## src/rtl/proc_pkg.sv

```systemverilog
// proc_pkg: shared state encoding, opcodes and instruction field layout for proc_arbiter
package proc_pkg;

  typedef enum logic [1:0] {
    IDLE  = 2'd0,
    ISSUE = 2'd1,
    WAIT  = 2'd2
  } state_t;

  localparam logic [1:0] F_LOAD = 2'b00;
  localparam logic [1:0] F_MOVE = 2'b01;
  localparam logic [1:0] F_ADD  = 2'b10;
  localparam logic [1:0] F_SUB  = 2'b11;

  localparam int F_W   = 2;
  localparam int RX_W  = 2;
  localparam int RY_W  = 2;
  localparam int HDR_W = F_W + RX_W + RY_W;

  // Op is {F, Rx, Ry, Data[n-1:0]}; offsets are relative to the data width n
  function automatic int op_w(input int n);
    return n + HDR_W;
  endfunction

  function automatic int ry_lsb(input int n);
    return n;
  endfunction

  function automatic int rx_lsb(input int n);
    return n + RY_W;
  endfunction

  function automatic int f_lsb(input int n);
    return n + RY_W + RX_W;
  endfunction

endpackage

```

## src/rtl/proc_arbiter_if.sv

```systemverilog
// proc_arbiter_if: requester, processor and status signals of proc_arbiter
interface proc_arbiter_if #(
  parameter int N = 8
);
  import proc_pkg::*;

  logic                Req0, Req1;
  logic [op_w(N)-1:0]  Op0, Op1;
  logic                Gnt0, Gnt1;
  logic                Rsp0, Rsp1;
  logic [N-1:0]        Result;
  logic                Err;
  logic                w;
  logic [F_W-1:0]      F;
  logic [RX_W-1:0]     Rx;
  logic [RY_W-1:0]     Ry;
  logic [N-1:0]        Data;
  logic                Done;
  logic [N-1:0]        BusWires;
  logic                Busy;

  modport slave (
    input  Req0, Req1, Op0, Op1, Done, BusWires,
    output Gnt0, Gnt1, Rsp0, Rsp1, Result, Err, w, F, Rx, Ry, Data, Busy
  );

  modport master (
    output Req0, Req1, Op0, Op1, Done, BusWires,
    input  Gnt0, Gnt1, Rsp0, Rsp1, Result, Err, w, F, Rx, Ry, Data, Busy
  );

endinterface

```

## src/rtl/proc_rr_arb.sv

```systemverilog
// proc_rr_arb: two-way round-robin arbiter, requester 0 favoured after reset
module proc_rr_arb (
  input  logic Clock,
  input  logic Reset,
  input  logic Req0,
  input  logic Req1,
  input  logic en,
  output logic gnt0,
  output logic gnt1
);

  logic prio1;

  assign gnt0 = en & Req0 & (~Req1 | ~prio1);
  assign gnt1 = en & Req1 & (~Req0 |  prio1);

  // After any grant, favour the other requester on the next contention
  always_ff @(posedge Clock or negedge Reset)
    if (!Reset) prio1 <= 1'b0;
    else if (gnt0 | gnt1) prio1 <= gnt0;

endmodule

```

## src/rtl/proc_arbiter.sv

```systemverilog
// proc_arbiter: grants one of two requesters, issues its instruction and returns the completion
module proc_arbiter #(
  parameter int TIMEOUT = 7,
  parameter int N       = 8
) (
  input logic           Clock,
  input logic           Reset,
  proc_arbiter_if.slave bus
);
  import proc_pkg::*;

  localparam int CW = $clog2(TIMEOUT + 1);
  localparam int OW = op_w(N);
  localparam int FL = f_lsb(N);
  localparam int XL = rx_lsb(N);
  localparam int YL = ry_lsb(N);

  state_t          state;
  logic            owner;
  logic [CW-1:0]   cnt;
  logic            g0, g1;
  logic [OW-1:0]   op;

  assign op       = g1 ? bus.Op1 : bus.Op0;
  assign bus.Gnt0 = g0;
  assign bus.Gnt1 = g1;
  assign bus.Busy = state != IDLE;

  proc_rr_arb u_arb (
    .Clock(Clock),
    .Reset(Reset),
    .Req0 (bus.Req0),
    .Req1 (bus.Req1),
    .en   (Reset && state == IDLE),
    .gnt0 (g0),
    .gnt1 (g1)
  );

  // Sequencer: latch the granted Op, pulse w once, then wait for Done or give up after TIMEOUT
  always_ff @(posedge Clock or negedge Reset)
    if (!Reset) begin
      state      <= IDLE;
      owner      <= 1'b0;
      cnt        <= '0;
      bus.w      <= 1'b0;
      bus.Rsp0   <= 1'b0;
      bus.Rsp1   <= 1'b0;
      bus.Err    <= 1'b0;
      bus.Result <= '0;
      bus.F      <= '0;
      bus.Rx     <= '0;
      bus.Ry     <= '0;
      bus.Data   <= '0;
    end else begin
      bus.w    <= 1'b0;
      bus.Rsp0 <= 1'b0;
      bus.Rsp1 <= 1'b0;
      bus.Err  <= 1'b0;
      case (state)
        IDLE:
          if (g0 | g1) begin
            owner    <= g1;
            bus.F    <= op[FL +: F_W];
            bus.Rx   <= op[XL +: RX_W];
            bus.Ry   <= op[YL +: RY_W];
            bus.Data <= op[N-1:0];
            bus.w    <= 1'b1;
            state    <= ISSUE;
          end
        ISSUE: begin
          cnt   <= CW'(1);
          state <= WAIT;
        end
        WAIT:
          if (bus.Done || cnt == CW'(TIMEOUT)) begin
            bus.Rsp0 <= ~owner;
            bus.Rsp1 <= owner;
            bus.Err  <= ~bus.Done;
            if (bus.Done) bus.Result <= bus.BusWires;
            cnt      <= '0;
            state    <= IDLE;
          end else begin
            cnt <= cnt + CW'(1);
          end
        default: state <= IDLE;
      endcase
    end

  a_gnt_onehot: assert property (@(posedge Clock) disable iff (!Reset) !(bus.Gnt0 && bus.Gnt1));
  a_rsp_onehot: assert property (@(posedge Clock) disable iff (!Reset) !(bus.Rsp0 && bus.Rsp1));
  a_w_idle:     assert property (@(posedge Clock) disable iff (!Reset) state == IDLE |-> !bus.w);

endmodule

```

## src/flat_wrapper.sv

```systemverilog
// flat-port wrapper written by rule: the top's interface ports become plain ports
module proc_arbiter_flat import proc_pkg::*;
#(
  parameter int TIMEOUT = 7,
  parameter int N       = 8
)
  (Clock, Reset, bus_Req0, bus_Req1, bus_Op0, bus_Op1, bus_Done, bus_BusWires, bus_Gnt0, bus_Gnt1, bus_Rsp0, bus_Rsp1, bus_Result, bus_Err, bus_w, bus_F, bus_Rx, bus_Ry, bus_Data, bus_Busy);
  proc_arbiter_if #(.N(N)) bus_i ();
  input logic Clock;
  input logic Reset;
  input wire logic [$bits(bus_i.Req0)-1:0] bus_Req0;
  input wire logic [$bits(bus_i.Req1)-1:0] bus_Req1;
  input wire logic [$bits(bus_i.Op0)-1:0] bus_Op0;
  input wire logic [$bits(bus_i.Op1)-1:0] bus_Op1;
  input wire logic [$bits(bus_i.Done)-1:0] bus_Done;
  input wire logic [$bits(bus_i.BusWires)-1:0] bus_BusWires;
  output wire logic [$bits(bus_i.Gnt0)-1:0] bus_Gnt0;
  output wire logic [$bits(bus_i.Gnt1)-1:0] bus_Gnt1;
  output wire logic [$bits(bus_i.Rsp0)-1:0] bus_Rsp0;
  output wire logic [$bits(bus_i.Rsp1)-1:0] bus_Rsp1;
  output wire logic [$bits(bus_i.Result)-1:0] bus_Result;
  output wire logic [$bits(bus_i.Err)-1:0] bus_Err;
  output wire logic [$bits(bus_i.w)-1:0] bus_w;
  output wire logic [$bits(bus_i.F)-1:0] bus_F;
  output wire logic [$bits(bus_i.Rx)-1:0] bus_Rx;
  output wire logic [$bits(bus_i.Ry)-1:0] bus_Ry;
  output wire logic [$bits(bus_i.Data)-1:0] bus_Data;
  output wire logic [$bits(bus_i.Busy)-1:0] bus_Busy;
  assign bus_i.Req0 = bus_Req0;
  assign bus_i.Req1 = bus_Req1;
  assign bus_i.Op0 = bus_Op0;
  assign bus_i.Op1 = bus_Op1;
  assign bus_i.Done = bus_Done;
  assign bus_i.BusWires = bus_BusWires;
  assign bus_Gnt0 = bus_i.Gnt0;
  assign bus_Gnt1 = bus_i.Gnt1;
  assign bus_Rsp0 = bus_i.Rsp0;
  assign bus_Rsp1 = bus_i.Rsp1;
  assign bus_Result = bus_i.Result;
  assign bus_Err = bus_i.Err;
  assign bus_w = bus_i.w;
  assign bus_F = bus_i.F;
  assign bus_Rx = bus_i.Rx;
  assign bus_Ry = bus_i.Ry;
  assign bus_Data = bus_i.Data;
  assign bus_Busy = bus_i.Busy;
  proc_arbiter #(.TIMEOUT(TIMEOUT), .N(N)) u_core (.Clock(Clock), .Reset(Reset), .bus(bus_i));
endmodule
```

## config.mk

```make
export PLATFORM = sky130hd
export DESIGN_NAME = proc_arbiter_flat
export DESIGN_NICKNAME = d
export VERILOG_FILES = /design/src/rtl/proc_pkg.sv /design/src/rtl/proc_arbiter_if.sv /design/src/rtl/proc_rr_arb.sv /design/src/rtl/proc_arbiter.sv /design/src/flat_wrapper.sv
export SDC_FILE = /design/constraint.sdc
export NUM_CORES = 1
export LEC_CHECK = 0
export ABC_AREA = 1
export CAP_MARGIN = 0
export CORE_ASPECT_RATIO = 1.1
export CORE_MARGIN = 4
export CORE_UTILIZATION = 42
export DETAILED_ROUTE_END_ITERATION = 12
export GPL_TIMING_DRIVEN = 0
export PLACE_DENSITY = 0.86
export SLEW_MARGIN = 20
export SYNTH_ARGS = -nofsm -noshare
export SYNTH_HDL_FRONTEND = slang
export SYNTH_SLANG_ARGS = --single-unit
```

## constraint.sdc

```tcl
create_clock -name Clock -period 3.25 [get_ports Clock]
set_input_delay 0.65 -clock Clock [delete_from_list [all_inputs] [get_ports Clock]]
set_output_delay 0.65 -clock Clock [all_outputs]
set_load 0.005 [all_outputs]
```

# Word-level counts from Yosys, hierarchy flattened

Cells that the tools add are included.
W data, S select, Z words.

Input port bits: 41
RAM bits: 0
Bits in read-only memories: 0
Memories kept: 0
Register bits: 33
Latch bits: 0

$mul: 0
Shifts and indexed selects: 0
Bitwise operators: 12
$add $sub $neg: 1
Mux-type cells: 14
Magnitude comparators: 0
Equality and inequality tests: 5
Div/mod/pow operators: 0
Reduce and logical (&&, ||, !) cells: 8

Operators by type and width:

| cell                  | number |
|---|---|
| $mux W14              | 1 |
| $mux W1               | 8 |
| $pmux W2 S3           | 1 |
| $pmux W3 S2           | 1 |
| $not A1 Y1            | 5 |
| $and A1 B1 Y1         | 4 |
| $mux W2               | 2 |
| $reduce_and A2 Y1     | 2 |
| $reduce_bool A2 Y1    | 2 |
| $add A3 B1 Y3 const B | 1 |
| $eq A3 B3 Y1 const B  | 1 |
| $mux W3               | 1 |
| $or A1 B1 Y1          | 3 |
| $reduce_and A3 Y1     | 1 |
| $eq A2 B1 Y1 const B  | 1 |
| $eq A2 B2 Y1 const B  | 1 |
| $logic_not A2 Y1      | 1 |
| $ne A2 B1 Y1 const B  | 1 |
| $ne A2 B2 Y1 const B  | 1 |
| $logic_and A1 B1 Y1   | 1 |
| $logic_or A1 B1 Y1    | 1 |

# Logic depth before layout (Yosys ltp)

Word-level depth: 7
Depth in mapped cells: 10
Depth with buffers taken out: 9

# Hierarchy

From an unflattened synthesis, not the netlist that was laid out.

Cell total of the unflattened synthesis: 201
Area total of the unflattened synthesis: 1574.0 sq um

By module, submodules not included:

| module       | seq. area each (sq um) | area each (sq um) | times used | cells each |
|---|---|---|---|---|
| proc_arbiter | 800.8                  | 1510.2            | 1          | 190 |
| proc_rr_arb  | 25.0                   | 63.8              | 1          | 11 |

# Least setup slack after synthesis

OpenSTA, ideal clock, no wires.

Path type: register to output
From: reg u_core.state[0]
To: out bus_Gnt1
Cell stages (with the launch flop): 8
Data required time: 2600 ps
Path slack: 1374 ps
Path buffers: 1
Arrival: 1226 ps
Cell sequence: dfrtp_1 > inv_1 > ha_1 > nand2_2 > nor2_4 > nand2_4 > buf_6 > inv_1

Cells in the longest elaborated chain, start to end: 4

Ends and longest elaborated chain:

| what                        | RTL line           | source |
|---|---|---|
| start, declared             | proc_arbiter.sv:18 | `state_t state;` |
| start signal, assigned      | proc_arbiter.sv:42 | `state <= IDLE;` |
| start signal, assigned      | proc_arbiter.sv:68 | `state <= ISSUE;` |
| start signal, assigned      | proc_arbiter.sv:72 | `state <= WAIT;` |
| $logic_not A2 Y1            | proc_arbiter.sv:34 | `.en (Reset && state == IDLE),` |
| $logic_and A1 B1 Y1         | proc_arbiter.sv:34 |  |
| $and A1 B1 Y1 (2 in series) | proc_rr_arb.sv:15  | `assign gnt1 = en & Req1 & (~Req0 \| prio1);` |
| end, declared               | flat_wrapper.sv:18 | `output wire logic [$bits(bus_i.Gnt1)-1:0] bus_Gnt1;` |

No other way between the ends.

# Worst setup path in the final report

From: in Reset
To: out bus_Gnt1

Cells in the longest elaborated chain, start to end: 3

Ends and longest elaborated chain:

| what                        | RTL line           | source |
|---|---|---|
| start, declared             | flat_wrapper.sv:10 | `input logic Reset;` |
| $logic_and A1 B1 Y1         | proc_arbiter.sv:34 |  |
| $and A1 B1 Y1 (2 in series) | proc_rr_arb.sv:15  |  |

No other way between the ends.

==> out/metrics.yaml <==
insertion_delay_ns: 0.28
cts.repair_timing.setup_buffer_count: 0
ant_nets: 0
dr_total_vias: 1479
fin_crit_share_pct: 91.9
final_net_count: 306
power.combinational.fraction_pct: 46.6
route.detailed.wl_per_inst_um: 12.4
fin_worst_skew_ns: 0.00570
cts_tree: "built"
gpl.final_weighted_congestion: 0.818
slew_violations: 0
maximum_fanout_along_the_worst_path: 21
synth-seq-area-share_pct: 51.5
chipHeight_um: 72.8
first_global_vias: 1478
cts.hold.buffers_added: 0
multi_input_comb_area_um2: 686
cts_root_buf: "clkbuf_8"
final_layout_size_suffix_gt1_share_pct: 10.8
leak_nw: 1.21
sort_of_element_at_the_end_of_the_critical_path: "output pin"
worst_pin_slew_ns: 0.496
detail_route.wirelength_um: 3850
cts_resized: 0
max_freq_mhz: 335
track_usage_pct: 17.5
clkTransAtPathRegs_ns: 0.07
postSynth.asyncResetShare_pct: 100
reg2reg_to: "u_core.bus.Data[3]"
worst_r2r_path_depth: 10
cts_inserted_buffers: 5
clock-sinks: 33
max-clock-path-buffers: 2
drt_pass1_iterations: 4
n_fill_cell: 304
detail_route.drc_violations: 0
finalWorstPathRequiredPeriod_ns: 2.99
synth.cell_area_um2: 1600
layout_area_growth_over_synthesis_pct: 53.8
drtIter0Drc: 69
slew_headroom_pct: 67.0
status: "finished clean"
dominantRegCellSynth: "dfrtp_1"
layout.core_utilization_pct: 67.4
syn_avg_cell_area_um2: 8.81
final_cells: 310
irDropWorstVdd_mv: 0.325
rows: 23
grt_max_degree: 22
p_clk_share_pct: 16.4
hold_path_class: "primary input to async pin"
first_pass_grt_wire_length_um: 6440
post_synth_edffs: 0
critPathLaunchType: "primary input"
final_hold_viol_count: 0
synthCells: 182
maxCapViolCount: 0
power_switching_share_pct: 33.2
cts.htree.levels: 2
distinct_cells_synth: 20
core_um2: 3650
portBuffers: 69
crit_required_ns: 2.60
cell_internal_pwr_mw: 1.22
ys_ff_latch: 33
start_util_pct: 43.9
setup_repair_after_global_routing_missed_its_margin: "false"
fp.dieW_um: 66.9
place.detailed.hpwl_um: 3040
power_per_cell_area_nw_per_um2: 739
die-area_um2: 4870
grt_ovf: 0
data_arrival_time_of_the_critical_path_ns: 2.34
via_per_inst: 4.77
syn_nets: 229
r2r-start: "u_core.state[0]"
boundaryPins: 70
dp_cells: 302
p_switching_uw: 604
crit_type: "primary input to output pin"
num_antenna_cells: 0
setup_slack_reg_to_reg_ns: 1.58
relative_contribution_of_sequential_cells_to_total_power_pct: 37.0
ys_warn_count: 0
finalSetupViolations: 0
grt_antenna_before_repair: 0
layout.area.seq_um2: 826
[worst max path at each step]
| stage | startpoint | to | slack, ns | cells after the start |
|---|---|---|---|---|
| after floorplan | u_core.state[0] | bus_Gnt1 | 1.37 | 7 |
| after global placement | Reset | bus_Gnt0 | -0.89 | 5 |
| after detailed placement | Reset | bus_Gnt1 | 0.20 | 8 |
| after CTS | Reset | bus_Gnt1 | 0.20 | 8 |
| after global routing | Reset | bus_Gnt1 | 0.08 | 8 |
| final | Reset | bus_Gnt1 | 0.26 | 8 |
[cells by family after synthesis]
| logic type | Yosys count | share of synthesized area (%) |
|---|---|---|
| adders and majority gates | 6 | 4.68 |
| and+or+nand+nor | 109 | 30.2 |
| buffers and inverters | 20 | 5.70 |
| muxes | 8 | 5.62 |
| DFF | 33 | 51.5 |
| AOI/OAI and AO/OA | 6 | 2.26 |
[layout make-up]
type	count	share of cell area, %
plain buffers	6	1.57
well taps	50	2.54
inverters	14	2.13
flip-flops and latches	33	33.5
multi-input cells	129	27.8
repair buffers	70	28.9
clock buffers	5	2.79
clock inverters	3	0.711
[cells in the final DEF, fill, tap and decap left out]
| cell type | count |
|---|---|
| buf_4 | 2 |
| inv_1 | 14 |
| mux2_2 | 8 |
| clkbuf_8 | 5 |
| buf_16 | 1 |
| buf_6 | 1 |
| nand2_4 | 1 |
| ha_1 | 6 |
| nand2_2 | 2 |
| o21ai_0 | 2 |
| clkinv_2 | 2 |
| nand2_1 | 66 |
| dfrtp_1 | 33 |
| clkbuf_1 | 2 |
| o21bai_1 | 1 |
| o22ai_1 | 2 |
| nand3_2 | 2 |
| clkdlybuf4s50_1 | 68 |
| nor2_1 | 3 |
| buf_2 | 2 |
| clkinvlp_4 | 1 |
| nand3_1 | 32 |
| nor3_1 | 2 |
| nor2_4 | 1 |
| a31oi_1 | 1 |
[synth_stat cells (2+ instances only)]
cell type	instances	area, um^2
nand2_1	66	248
o21ai_0	2	10.0
o22ai_1	2	12.5
dfrtp_1	33	826
nor3_1	2	10.0
mux2_2	8	90.1
nand3_2	2	20.0
nand2_2	2	12.5
ha_1	6	75.1
nand3_1	32	160
nor2_1	3	11.3
buf_4	2	15.0
inv_1	14	52.6
clkbuf_1	2	7.51
[state kept, by name (all words and copies together), names as in the netlist]
register            cells
u_core.bus.Ry           2
u_core.state            2
u_core.bus.Rsp1         1
u_core.bus.F            2
u_core.cnt              3
u_core.bus.Data         8
u_core.bus.Result       8
u_core.owner            1
u_core.bus.Rsp0         1
u_core.bus.w            1
u_core.bus.Err          1
u_core.u_arb.prio1      1
u_core.bus.Rx           2
[through the flow]
stage | setup slack [ns] | area, um^2 | power (mW) | TNS (ns) | hold slack (ns)
final | 0.263 | 2460 | 1.82 | 0 | 0.326
after global placement | -0.890 | 2360 | 1.51 | -2.13 | 0.422
after detailed placement | 0.201 | 2380 | 1.55 | 0 | 0.431
after floorplan | 1.37 | 1600 | 1.08 | 0 | 0.354
after global routing | 0.0784 | 2460 | 1.98 | 0 | 0.361
after CTS | 0.198 | 2460 | 1.85 | 0 | 0.333
[power by group through the flow]
stage / sequential, mW / combinational, mW / clock [mW]
6_report: 0.673 / 0.850 / 0.299
5_1_grt: 0.699 / 0.953 / 0.330
4_1_cts: 0.676 / 0.868 / 0.310
3_5_place_dp: 0.682 / 0.865 / 0
3_3_place_gp: 0.675 / 0.835 / 0
2_1_floorplan: 0.688 / 0.395 / 0
[routing by layer]
| layer | GRT usage, % | part of all wire [%] | vias up | wire (um) |
|---|---|---|---|---|
| met5 | 0 | 0 | - | 0 |
| met2 | 29.4 | 48 | 48 | 1840 |
| li1 | - | - | 742 | - |
| met4 | 7.88 | 2.2 | 0 | 85 |
| met3 | 6.16 | 8.9 | 7 | 342 |
| met1 | 19.9 | 41 | 682 | 1580 |
[worst max-delay path: stages]
cell	delay [ns]
buf_2	0.41
buf_16	0.21
nand2_2	0.07
nor2_4	0.18
nand2_4	0.11
buf_6	0.16
inv_1	0.05
clkdlybuf4s50_1	0.49
(Power assumes the default switching activity.)
